<file path="src/rtl/slc3_pkg.sv">
// Shared SLC-3 types and widths for the memory bus port and its helpers.
package slc3_pkg;

  localparam int unsigned SLC3_DATA_W = 16;
  localparam int unsigned SLC3_ADDR_W = 16;

  typedef enum logic [1:0] {
    IDLE  = 2'd0,
    READ  = 2'd1,
    WRITE = 2'd2,
    DONE  = 2'd3
  } mem_state_t;

endpackage

</file>
<file path="src/rtl/slc3_wait_counter.sv">
// Wait-state counter for SRAM accesses: counts 0..WAIT_CYCLES-1 and holds
// at the terminal value so it can never run past the last access cycle.
module slc3_wait_counter #(
  parameter  int unsigned WAIT_CYCLES = 2,
  localparam int unsigned CNT_W       = $clog2(WAIT_CYCLES + 1)
) (
  input  logic             clk,
  input  logic             rst_n,
  input  logic             clr,
  input  logic             load,
  input  logic [CNT_W-1:0] load_val,
  input  logic             en,
  output logic [CNT_W-1:0] count,
  output logic             tc_c
);

  localparam logic [CNT_W-1:0] LAST = CNT_W'(WAIT_CYCLES - 1);

  assign tc_c = (count == LAST);

  // Clear beats load beats increment; increment saturates at the last count.
  always_ff @(posedge clk or negedge rst_n) begin
    if (!rst_n) begin
      count <= '0;
    end else if (clr) begin
      count <= '0;
    end else if (load) begin
      count <= load_val;
    end else if (en && !tc_c) begin
      count <= count + CNT_W'(1);
    end
  end

endmodule

</file>
<file path="src/rtl/slc3_mem_bus_port.sv">
// Memory-side DataBus endpoint: MAR/MDR registers plus the SRAM read/write
// cycle sequencer with a fixed number of wait states per access.
module slc3_mem_bus_port
  import slc3_pkg::*;
#(
  parameter int unsigned DATA_W      = SLC3_DATA_W,
  parameter int unsigned ADDR_W      = SLC3_ADDR_W,
  parameter int unsigned WAIT_CYCLES = 2
) (
  input  logic              Clk,
  input  logic              Reset_n,
  input  logic [DATA_W-1:0] DataBus,
  input  logic              LD_MAR,
  input  logic              LD_MDR,
  input  logic              MemRead,
  input  logic              MemWrite,
  output logic [ADDR_W-1:0] MAR,
  output logic [DATA_W-1:0] MDR,
  output logic              Ready,
  output logic              Busy,
  output logic [ADDR_W-1:0] mem_addr,
  output logic [DATA_W-1:0] mem_wdata,
  input  logic [DATA_W-1:0] mem_rdata,
  output logic              mem_ce_n,
  output logic              mem_oe_n,
  output logic              mem_we_n
);

  localparam int unsigned CNT_W = $clog2(WAIT_CYCLES + 1);

  mem_state_t       state_q, state_d;
  logic             cnt_clr, cnt_load, cnt_en, cnt_tc;
  logic [CNT_W-1:0] cnt;

  slc3_wait_counter #(
    .WAIT_CYCLES(WAIT_CYCLES)
  ) u_wait (
    .clk     (Clk),
    .rst_n   (Reset_n),
    .clr     (cnt_clr),
    .load    (cnt_load),
    .load_val('0),
    .en      (cnt_en),
    .count   (cnt),
    .tc_c    (cnt_tc)
  );

  always_ff @(posedge Clk or negedge Reset_n) begin
    if (!Reset_n) state_q <= IDLE;
    else          state_q <= state_d;
  end

  // Next state; a simultaneous read and write request resolves to the read.
  always_comb begin
    state_d  = state_q;
    cnt_clr  = 1'b0;
    cnt_load = 1'b0;
    cnt_en   = 1'b0;
    unique case (state_q)
      IDLE: begin
        if (MemRead) begin
          state_d  = READ;
          cnt_load = 1'b1;
        end else if (MemWrite) begin
          state_d  = WRITE;
          cnt_load = 1'b1;
        end
      end
      READ, WRITE: begin
        cnt_en = 1'b1;
        if (cnt_tc) state_d = DONE;
      end
      DONE: begin
        state_d = IDLE;
        cnt_clr = 1'b1;
      end
      default: state_d = IDLE;
    endcase
  end

  // Status and strobes are flops decoded from the upcoming state, so they
  // line up with the state register and never glitch on input changes.
  always_ff @(posedge Clk or negedge Reset_n) begin
    if (!Reset_n) begin
      Ready    <= 1'b0;
      Busy     <= 1'b0;
      mem_ce_n <= 1'b1;
      mem_oe_n <= 1'b1;
      mem_we_n <= 1'b1;
    end else begin
      Ready    <= (state_d == DONE);
      Busy     <= (state_d != IDLE);
      mem_ce_n <= !((state_d == READ) || (state_d == WRITE));
      mem_oe_n <= (state_d != READ);
      mem_we_n <= (state_d != WRITE);
    end
  end

  // Bus loads are only honoured in IDLE, keeping MAR/MDR stable per access.
  always_ff @(posedge Clk or negedge Reset_n) begin
    if (!Reset_n) begin
      MAR <= '0;
      MDR <= '0;
    end else begin
      if (state_q == IDLE && LD_MAR) MAR <= ADDR_W'(DataBus);
      if (state_q == READ && cnt_tc) begin
        MDR <= mem_rdata;
      end else if (state_q == IDLE && LD_MDR) begin
        MDR <= DataBus;
      end
    end
  end

  assign mem_addr  = MAR;
  assign mem_wdata = MDR;

endmodule

</file>
<file path="config.mk">
export PLATFORM = sky130hd
export DESIGN_NAME = slc3_mem_bus_port
export DESIGN_NICKNAME = d
export VERILOG_FILES = /design/src/rtl/slc3_pkg.sv /design/src/rtl/slc3_wait_counter.sv /design/src/rtl/slc3_mem_bus_port.sv
export SDC_FILE = /design/constraint.sdc
export NUM_CORES = 1
export LEC_CHECK = 0
export ABC_AREA = 1
export CORE_MARGIN = 1.5
export CORE_UTILIZATION = 43
export CTS_BUF_LIST = sky130_fd_sc_hd__clkbuf_16
export DETAILED_ROUTE_END_ITERATION = 7
export PLACE_DENSITY = 0.88
export SETUP_SLACK_MARGIN = 0.05
export SYNTH_ARGS = -nofsm -noshare
export SYNTH_HDL_FRONTEND = slang
export SYNTH_SLANG_ARGS = --single-unit
</file>
<file path="constraint.sdc">
create_clock -name Clk -period 2.44 [get_ports Clk]
set_clock_uncertainty 0.1 [all_clocks]
set_input_delay 0.244 -clock Clk [delete_from_list [all_inputs] [get_ports Clk]]
set_output_delay 0.244 -clock Clk [all_outputs]
set_load 0.01 [all_outputs]
</file>
==> run_results.csv, run 1 <==
group,metric,value,unit
outcome,outcome,"finished with violations",
outcome,violations,"hold timing",
cts,clkSinkCount,41,
routing,first_iter_violations,76,
place,gp_congestion,0.7915,
setup_path,crit_chain,"inv_1, ha_1, nand2_4, inv_4, nand3_1, nand3_1",
yosys,yosysUniqueCellTypes,15,
routing,num_vias,1933,
min_path,hold_path_class,"in -> async",
setup_path,crit_top_cell,"nand3_1",
place,io_buffer_count,106,
setup_path,worst-path-max-fanout,17,
setup_path,critical_path.top_delay_family,"adder cells",
layout,final_common_cell,"clkdlybuf4s50_1",
setup_path,cp_slowest_cell,"ha_1",
global_routing,antenna_found_initial,0,
yosys,ys_seq_area_share,48.21,%
layout,final_layout_size_suffix_gt1_share,5.901,%
power,p_switching,1.617,mW
routing,finalWirelength,5663,um
setup_path,cp.depth,6,
cts,clock_path_buffers,2,
power,p_comb_share,52.4,%
timing,finalCritPeriodShare,78.89,%
cts,cts_tree,"yes",
routing,drc_errors,0,
routing,vias_per_cell,4.969,
yosys,synth_warnings,0,
power,clkPwrFrac,19.0,%
yosys,syn_inst,249,
global_routing,overflow,0,
timing,fin_setup_tns,0,ns
routing,avgRoutedWirePerCell,14.56,um
cts,holdBufCountCts,0,
cts,htree_levels,2,
setup_path,crit_buf_inv,2,
routing,dr.pass1.iters,4,
timing,final-setup-viol-count,0,
floorplanning,die_h,73.48,um
power,power.density,1408,mW/mm^2
setup_path,r2r_slack,0.52,ns
cts,cts.clk_slew.worst_paths,0.06,ns
power,power.internal,2.840,mW
floorplanning,die-area,0.005399,mm^2
timing,maxSlewHeadroom,39.28,%
setup_path,cp.required,2.56,ns
power,seqPwrFrac,28.6,%
setup_path,max_stage_delay,0.54,ns
setup_path,reg2reg_depth,6,
timing,tightest_slew,0.9108,ns
setup_path,arrival,2.04,ns
routing,ant_nets,0,
floorplanning,fp.dieW,73.48,um
global_routing,grt_start_max_net_pins,42,
layout,final_cell_mix,"105 x clkdlybuf4s50_1, 67 x nand3_1, 60 x nand2_1, 38 x dfrtp_1, 16 x inv_1",
place,place_hpwl,4106,um
floorplanning,start_util,44.92,%
floorplanning,core_area,0.004755,mm^2
global_routing,grt_pass1_vias,1847,
global_routing,grt_usage,21.50,%
job,max_cap_violations,0,
yosys,netlist_area,0.002136,mm^2
power,leakage,1.488,nW
setup_path,cp-end-kind,"register",
layout,n_antenna_cell,0,
timing,finalCriticalPeriod,1.925,ns
layout,num-nets-final,367,
power,peakVddDrop,0.0007284,V
yosys,syn_nets,295,
yosys,avgSynthCellArea,8.578,um^2
timing,hold_viol,19,
timing,slew_viol_final,0,
cts,cts_resized,0,
power,switching_share,36.29,%
layout,synthToLayoutAreaGrowth,48.21,%
setup_path,crit_path_start_kind,"register",
timing,rsz0062_at_grt,"no",
cts,post_cts_buffers,0,
cts,cts_made_buffers,5,
setup_path,crit_type,"reg -> reg",
yosys,synth-seq-cells,41,
timing,clock.fmax,519.5,MHz
cts,clkLatencyLatePin,0.28,ns
global_routing,grt_first_pass_wirelength,8659,um
timing,hold_ws,-0.004009,ns
floorplanning,rows,25,
floorplanning,ioPinCount,107,
cts,cts_root_buf,"clkbuf_16",
[layout make-up]
type / instances / area [um^2]
fill: 430 / 1589
timing repair buffer: 108 / 1071
sequential: 41 / 1030
multi-input combinational: 147 / 720.7
clock buffer: 5 / 125.1
tap: 67 / 83.83
inverter: 18 / 70.07
clock inverter: 3 / 65.06
[worst register-to-register path, cell delays in order, from the launching register on]
cell and delay [ns]:
dfrtp_1 0.41, inv_1 0.12, ha_1 0.54, nand2_4 0.27
inv_4 0.23, nand3_1 0.09, nand3_1 0.10
[registers in the layout, indices dropped and copies added (netlist names)]
name          flops
Busy              1
MDR              16
mem_oe_n          1
mem_ce_n          1
MAR              16
Ready             1
mem_we_n          1
state_q           2
u_wait.count      2
[power groups by stage]
stage | Sequential (mW) | Combinational, mW | Clock (mW)
after global routing | 1.31 | 2.56 | 0.896
final | 1.27 | 2.34 | 0.848
after CTS | 1.28 | 2.35 | 0.862
after floorplan | 1.37 | 1.29 | 0
after detailed placement | 1.28 | 2.35 | 0
after global placement | 1.27 | 2.27 | 0
[path summary, 6_finish.rpt]
check / end / from
worst max register to register: MDR[3] / state_q[1]
max in group asynchronous: state_q[1] / Reset_n
min in group Clk: MAR[9] / MAR[9]
worst min register to register: MAR[9] / MAR[9]
worst max-delay path: MDR[3] / state_q[1]
worst min-delay path: MAR[2] / Reset_n
[synthesized netlist by cell type]
| cell type | number | area [um^2] |
|---|---|---|
| inv_2 | 1 | 3.750 |
| nor2_1 | 7 | 26.28 |
| inv_1 | 16 | 60.06 |
| nand2_2 | 2 | 12.51 |
| buf_6 | 2 | 22.52 |
| nand3_1 | 67 | 335.3 |
| nand2_4 | 1 | 11.26 |
| dfstp_2 | 3 | 78.83 |
| nand2_1 | 60 | 225.2 |
| o21ai_0 | 2 | 10.01 |
| dfrtp_1 | 38 | 950.9 |
| ha_1 | 8 | 100.1 |
| buf_4 | 35 | 262.8 |
| inv_4 | 1 | 6.260 |
| buf_2 | 6 | 30.03 |
[through the flow]
| step | power [mW] | util, % | instance area (um^2) | setup WS (ns) | std cells |
|---|---|---|---|---|---|
| 2_1_floorplan | 2.657 | - | 2136 | 0.9065 | 249 |
| 3_3_place_gp | 3.538 | 62.58 | 2975 | 0.6697 | 381 |
| 3_5_place_dp | 3.627 | 62.58 | 2975 | 0.5755 | 381 |
| 4_1_cts | 4.490 | 66.58 | 3166 | 0.5515 | 389 |
| 5_1_grt | 4.765 | 66.58 | 3166 | 0.3861 | 389 |
| 6_report | 4.457 | 66.58 | 3166 | 0.5151 | 389 |
[layer usage]
| metal | up-vias | part of all wire, % | global-route usage [%] |
|---|---|---|---|
| li1 | 911 | - | - |
| met1 | 917 | 39 | 25.40 |
| met2 | 97 | 49 | 36.84 |
| met3 | 8 | 10 | 7.407 |
| met4 | 0 | 1.2 | 6.379 |
| met5 | - | 0 | 0 |
[cell families (layout without fill, tap and decap cells)]
kind of cell	Yosys count	after routing	synth area share, %
adders and majority gates	8	8	4.687
and+or+nand+nor	137	137	28.59
buffers and inverters	61	134	18.04
DFF	41	41	48.21
AOI/OAI and AO/OA	2	2	0.4687
Power figures use the tool's default switching activity.
==> run 2: changes to the inputs <==
--- a/config.mk
+++ b/config.mk
@@ -7,10 +7,10 @@
 export LEC_CHECK = 0
 export ABC_AREA = 1
 export CORE_MARGIN = 1.5
-export CORE_UTILIZATION = 43
+export CORE_UTILIZATION = 36
 export CTS_BUF_LIST = sky130_fd_sc_hd__clkbuf_16
 export DETAILED_ROUTE_END_ITERATION = 7
-export PLACE_DENSITY = 0.88
+export PLACE_DENSITY = 0.79
 export SETUP_SLACK_MARGIN = 0.05
 export SYNTH_ARGS = -nofsm -noshare
 export SYNTH_HDL_FRONTEND = slang
==> constraint.sdc (replaced) <==
create_clock -name Clk -period 1.7 [get_ports Clk]
set_clock_uncertainty 0.1 [all_clocks]
set_input_delay 0.17 -clock Clk [delete_from_list [all_inputs] [get_ports Clk]]
set_output_delay 0.17 -clock Clk [all_outputs]
set_load 0.01 [all_outputs]
==> run 2 against run 1 <==
The flow now finishes without violations. Sequential share of layout area is 0.90 points lower. Die area is 19% higher. Flip-flop and latch count stayed put. Register-to-register slack worse by 0.35 ns. Largest cell class unchanged.
==> run_results.csv, run 2 (synthesis results as in run 1) <==
group,metric,value,unit
global_routing,use_met2,34.62,%
setup_path,worst-path-max-fanout,1,
cts,cts_made_buffers,5,
cts,post_cts_buffers,0,
layout,nFillCells,519,
routing,vias_per_cell,4.788,
power,seqPwrFrac,27.7,%
power,power.density,2013,mW/mm^2
place,place_hpwl,4344,um
routing,num_vias,1915,
setup_path,cp.required,1.43,ns
floorplanning,die-area,0.006404,mm^2
setup_path,crit_path_start_kind,"register",
cts,cts_tree,"yes",
power,leakage,1.522,nW
job,max_cap_violations,0,
setup_path,crit_type,"reg -> out",
routing,ant_nets,0,
timing,finalCriticalPeriod,1.606,ns
setup_path,crit_buf_inv,1,
routing,dr.pass1.iters,4,
timing,rsz0062_at_grt,"no",
setup_path,critical_path.endpoint,"mem_we_n",
layout,final_common_cell,"clkdlybuf4s50_1",
timing,clock.fmax,622.6,MHz
routing,finalWirelength,5897,um
floorplanning,core_area,0.005608,mm^2
place,post_dp_cell_area,0.003032,mm^2
floorplanning,ioPinCount,107,
timing,final-setup-viol-count,0,
floorplanning,die_h,80.03,um
layout,n_antenna_cell,0,
timing,hold_viol,0,
timing,finalCritPeriodShare,94.48,%
power,p_comb_share,53.6,%
min_path,hold_path_class,"in -> async",
floorplanning,rows,27,
setup_path,reg2reg_depth,6,
timing,slew_viol_final,0,
routing,drc_errors,0,
layout,regArea,0.001030,mm^2
routing,first_iter_violations,106,
layout,num-nets-final,373,
layout,final_layout_size_suffix_gt1_share,8.537,%
power,switching_share,36.15,%
timing,tightest_slew,0.4529,ns
layout,synthToLayoutAreaGrowth,52.43,%
timing,maxSlewHeadroom,69.80,%
cts,htree_levels,2,
layout,multi_input_area,738.2,um^2
outcome,outcome,"finished clean",
setup_path,critical_path.top_delay_family,"flip-flops",
setup_path,crit_chain,"clkdlybuf4s50_1",
setup_path,r2r-start,"u_wait.count[0]",
timing,fin_setup_tns,0,ns
floorplanning,fp.dieW,80.03,um
global_routing,met3_usage,3.771,%
setup_path,cp-end-kind,"primary output",
setup_path,cp_slowest_cell,"dfstp_2",
global_routing,grt_first_pass_wirelength,9377,um
power,power.internal,4.185,mW
global_routing,grt_start_max_net_pins,23,
cts,cts_root_buf,"clkbuf_16",
routing,avgRoutedWirePerCell,14.74,um
cts,clkSinkCount,41,
setup_path,timing.rr.end,"mem_ce_n",
cts,clkLatencyLatePin,0.28,ns
global_routing,grt_usage,18.78,%
cts,clock_path_buffers,2,
setup_path,arrival,1.34,ns
global_routing,top_usage_layer,"met2",
global_routing,grt_use_met1,22.09,%
cts,cts.clk_slew.worst_paths,0.06,ns
global_routing,overflow,0,
layout,final_cell_mix,"105 x clkdlybuf4s50_1, 67 x nand3_1, 60 x nand2_1, 38 x dfrtp_1, 15 x inv_1",
layout,design_area,0.003256,mm^2
place,gp_congestion,0.7876,
layout,reg_top3,"MAR x16, MDR x16",
power,peakVddDrop,0.001041,V
floorplanning,start_util,38.09,%
power,clkPwrFrac,18.7,%
global_routing,grt_pass1_vias,1961,
setup_path,r2r_slack,0.17,ns
power,p_switching,2.369,mW
setup_path,cp.depth,1,
place,io_buffer_count,106,
global_routing,antenna_found_initial,0,
setup_path,crit_start,"mem_we_n",
setup_path,max_stage_delay,0.53,ns
-- run 2: cell count changes in the layout (fill, tap and decap cells not counted), sizes merged --
cell	change
clkinv	-1
buf	+5
inv	+1
dlygate4sd3	+1
-- run 2: cell type report --
class / instances / area share (%)
Clock inverter: 3 / 2.114
Timing Repair Buffer: 114 / 34.74
Inverter: 18 / 2.229
Multi-Input combinational cell: 147 / 22.67
Sequential cell: 41 / 31.63
Clock buffer: 5 / 3.843
Tap cell: 72 / 2.767
-- run 2: routing by layer --
metal / up-vias / share of wire [%]
li1: 925 / -
met1: 913 / 41
met2: 75 / 51
met3: 2 / 7.1
met4: 0 / 0.22
met5: - / 0
-- run 2: what timing repair did --
action                                 CTS  global route
endpoints found under the hold margin   18             0
pin swaps                                0             1
gates resized for setup                  1             6
hold buffers                             1             0
setup endpoints to repair                2             9
-- run 2: per-stage QoR --
stage | hold WS, ns | power, mW | std cells | setup slack [ns] | utilization [%]
global route | 0.3171 | 7.038 | 400 | 0.05465 | 58.05
global placement | 0.04046 | 5.170 | 391 | 0.1249 | 54.06
detailed placement | 0.04281 | 5.276 | 391 | 0.03553 | 54.06
finish | 0.2906 | 6.555 | 400 | 0.09389 | 58.05
floorplan | -0.2256 | 3.814 | 249 | 0.1665 | -
CTS | 0.3018 | 6.560 | 400 | 0.07147 | 57.74
-- run 2: power by group through the flow --
stage | Sequential [mW] | Combinational [mW] | Clock, mW
floorplan | 1.96 | 1.85 | 0
global placement | 1.80 | 3.37 | 0
detailed placement | 1.82 | 3.45 | 0
CTS | 1.82 | 3.49 | 1.25
global route | 1.87 | 3.86 | 1.30
finish | 1.82 | 3.51 | 1.23
-- run 2: worst min-delay path by stage --
stage,slack [ns],from,end,depth (start not counted)
after detailed placement,0.04,Reset_n,MAR[4],1
after global routing,0.32,Reset_n,MAR[4],2
after global placement,0.04,Reset_n,MAR[4],1
final,0.29,Reset_n,MAR[4],2
after floorplan,-0.23,Reset_n,Busy,0
after CTS,0.30,Reset_n,MAR[4],2
-- run 2: worst reg2reg max path: stages (launching register included) --
cell     delay [ns]
dfrtp_1        0.42
ha_1           0.27
o21ai_1        0.14
nand2_1        0.06
nand2_1        0.12
inv_1          0.08
ha_1           0.27
==> run 3: changes to the inputs <==
--- a/config.mk
+++ b/config.mk
@@ -6,11 +6,12 @@
 export NUM_CORES = 1
 export LEC_CHECK = 0
 export ABC_AREA = 1
+export CAP_MARGIN = 20
 export CORE_MARGIN = 1.5
-export CORE_UTILIZATION = 36
+export CORE_UTILIZATION = 40
 export CTS_BUF_LIST = sky130_fd_sc_hd__clkbuf_16
 export DETAILED_ROUTE_END_ITERATION = 7
-export PLACE_DENSITY = 0.79
+export PLACE_DENSITY = 0.86
 export SETUP_SLACK_MARGIN = 0.05
 export SYNTH_ARGS = -nofsm -noshare
 export SYNTH_HDL_FRONTEND = slang
==> constraint.sdc (replaced) <==
create_clock -name Clk -period 1.6 [get_ports Clk]
set_clock_uncertainty 0.1 [all_clocks]
set_input_delay 0.16 -clock Clk [delete_from_list [all_inputs] [get_ports Clk]]
set_output_delay 0.16 -clock Clk [all_outputs]
set_load 0.01 [all_outputs]
==> run 3 against run 2 <==
Via count up 0.26%. Clock power down 26%. First-iteration DRC count down 13%. Clock-buffer cell count unchanged. Sequential power up 5%. Sequential share of layout area up 0.52 points. Critical endpoint is now mem_ce_n.
==> run_results.csv, run 3 (synthesis results as in run 1) <==
group,metric,value,unit
outcome,outcome,"finished clean",
timing,clock.fmax,661.6,MHz
routing,avgRoutedWirePerCell,14.13,um
place,io_buffer_count,106,
layout,design_area,0.003203,mm^2
routing,ant_nets,0,
cts,cts_root_buf,"clkbuf_16",
global_routing,grt_start_max_net_pins,24,
job,max_cap_violations,0,
cts,post_cts_buffers,0,
timing,tightest_slew,0.5311,ns
setup_path,cp-end-kind,"register",
place,gp_congestion,0.8031,
timing,maxSlewHeadroom,64.59,%
routing,first_iter_violations,92,
floorplanning,core_area,0.005140,mm^2
global_routing,grt_first_pass_wirelength,9418,um
floorplanning,die_h,76.07,um
setup_path,crit_type,"reg -> reg",
floorplanning,start_util,41.55,%
routing,finalWirelength,5622,um
cts,cts_made_buffers,5,
routing,vias_per_cell,4.824,
routing,dr.pass1.iters,4,
cts,clkSinkCount,41,
timing,final-setup-viol-count,0,
timing,hold_ws,0.3022,ns
global_routing,grt_usage,20.26,%
layout,final_util,62.32,%
routing,num_vias,1920,
layout,num-nets-final,374,
setup_path,worst-path-max-fanout,4,
layout,final_common_cell,"clkdlybuf4s50_1",
floorplanning,rows,26,
layout,final_cell_mix,"102 x clkdlybuf4s50_1, 67 x nand3_1, 59 x nand2_1, 38 x dfrtp_1, 14 x inv_1",
layout,synthToLayoutAreaGrowth,49.97,%
min_path,hold_path_class,"in -> async",
floorplanning,ioPinCount,107,
power,leakage,1.503,nW
place,place_hpwl,4248,um
layout,n_antenna_cell,0,
setup_path,reg2reg_depth,6,
timing,hold_viol,0,
timing,rsz0062_at_grt,"yes",
setup_path,crit_path_start_kind,"register",
global_routing,overflow,0,
place,post_dp_cell_area,0.003037,mm^2
routing,drc_errors,0,
layout,final_layout_size_suffix_gt1_share,9.146,%
cts,clock_path_buffers,2,
global_routing,antenna_found_initial,0,
cts,clkLatencyLatePin,0.27,ns
global_routing,grt_pass1_vias,1912,
setup_path,arrival,1.61,ns
cts,htree_levels,2,
setup_path,cp.required,1.70,ns
floorplanning,die-area,0.005787,mm^2
timing,finalCriticalPeriod,1.511,ns
cts,cts_tree,"yes",
timing,finalCritPeriodShare,94.46,%
cts,cts.clk_slew.worst_paths,0.06,ns
power,power.density,2067,mW/mm^2
power,power,6.620,mW
layout,reg_top3,"MAR x16, MDR x16",
floorplanning,fp.dieW,76.07,um
timing,fin_setup_tns,0,ns
power,peakVddDrop,0.001118,V
timing,slew_viol_final,0,
-- run 3: changes by cell type in the layout (fill, tap and decap cells not counted), moves of 2 or more --
| cell | change |
|---|---|
| inv_2 | +3 |
| clkdlybuf4s50_1 | -3 |
| bufinv_16 | -2 |
| dlygate4sd2_1 | +3 |
-- run 3: layout make-up --
cell class              count  area, um^2
clock buffers               5       125.1
fillers                   471        1937
multi-input cells         147       748.2
flip-flops and latches     41        1030
well taps                  70       87.58
inverters                  18       70.07
repair buffers            115        1135
clock inverters             2       7.507
-- run 3: critical path, cell delays in order (launching register included) --
cell     delay, ns
dfrtp_1       0.40
ha_2          0.22
o21ai_0       0.17
nand2_1       0.10
nand2_2       0.10
inv_1         0.07
ha_1          0.28
-- run 3: repair_timing --
item,in CTS,in global routing
pin swaps,1,0
endpoints found under the hold margin,19,0
resized for setup,3,9
setup endpoints to repair,6,36
hold buffers,1,0
-- run 3: report_power, final --
part / switching, mW / total (mW) / internal, mW
Clock: 0.352 / 0.909 / 0.557
Sequential: 0.368 / 1.92 / 1.56
Combinational: 1.77 / 3.79 / 2.02
-- run 3: metrics by stage --
step / cells / worst slack, ns
floorplan: 249 / 0.06648
global placement: 390 / 0.08319
detailed placement: 390 / 0.03791
CTS: 398 / 0.02746
global route: 398 / -0.08365
finish: 398 / 0.08860
-- run 3: worst paths after layout --
path                                 start        to  slack (ns)
min                                Reset_n      Busy        0.30
min reg2reg                        MAR[11]   MAR[11]        0.39
max in group asynchronous          Reset_n    MAR[7]        0.45
min in group Clk              mem_rdata[0]    MDR[0]        0.35
max                        u_wait.count[0]  mem_ce_n        0.09
max reg2reg                u_wait.count[0]  mem_ce_n        0.09
-- run 3: routing by layer --
metal / global-route usage [%] / wire length (um) / vias to the layer above
met5: 0 / 0 / -
met3: 5.868 / 403 / 4
li1: - / - / 922
met4: 3.889 / 33 / 0
met2: 35.05 / 2909 / 86
met1: 25.38 / 2275 / 908
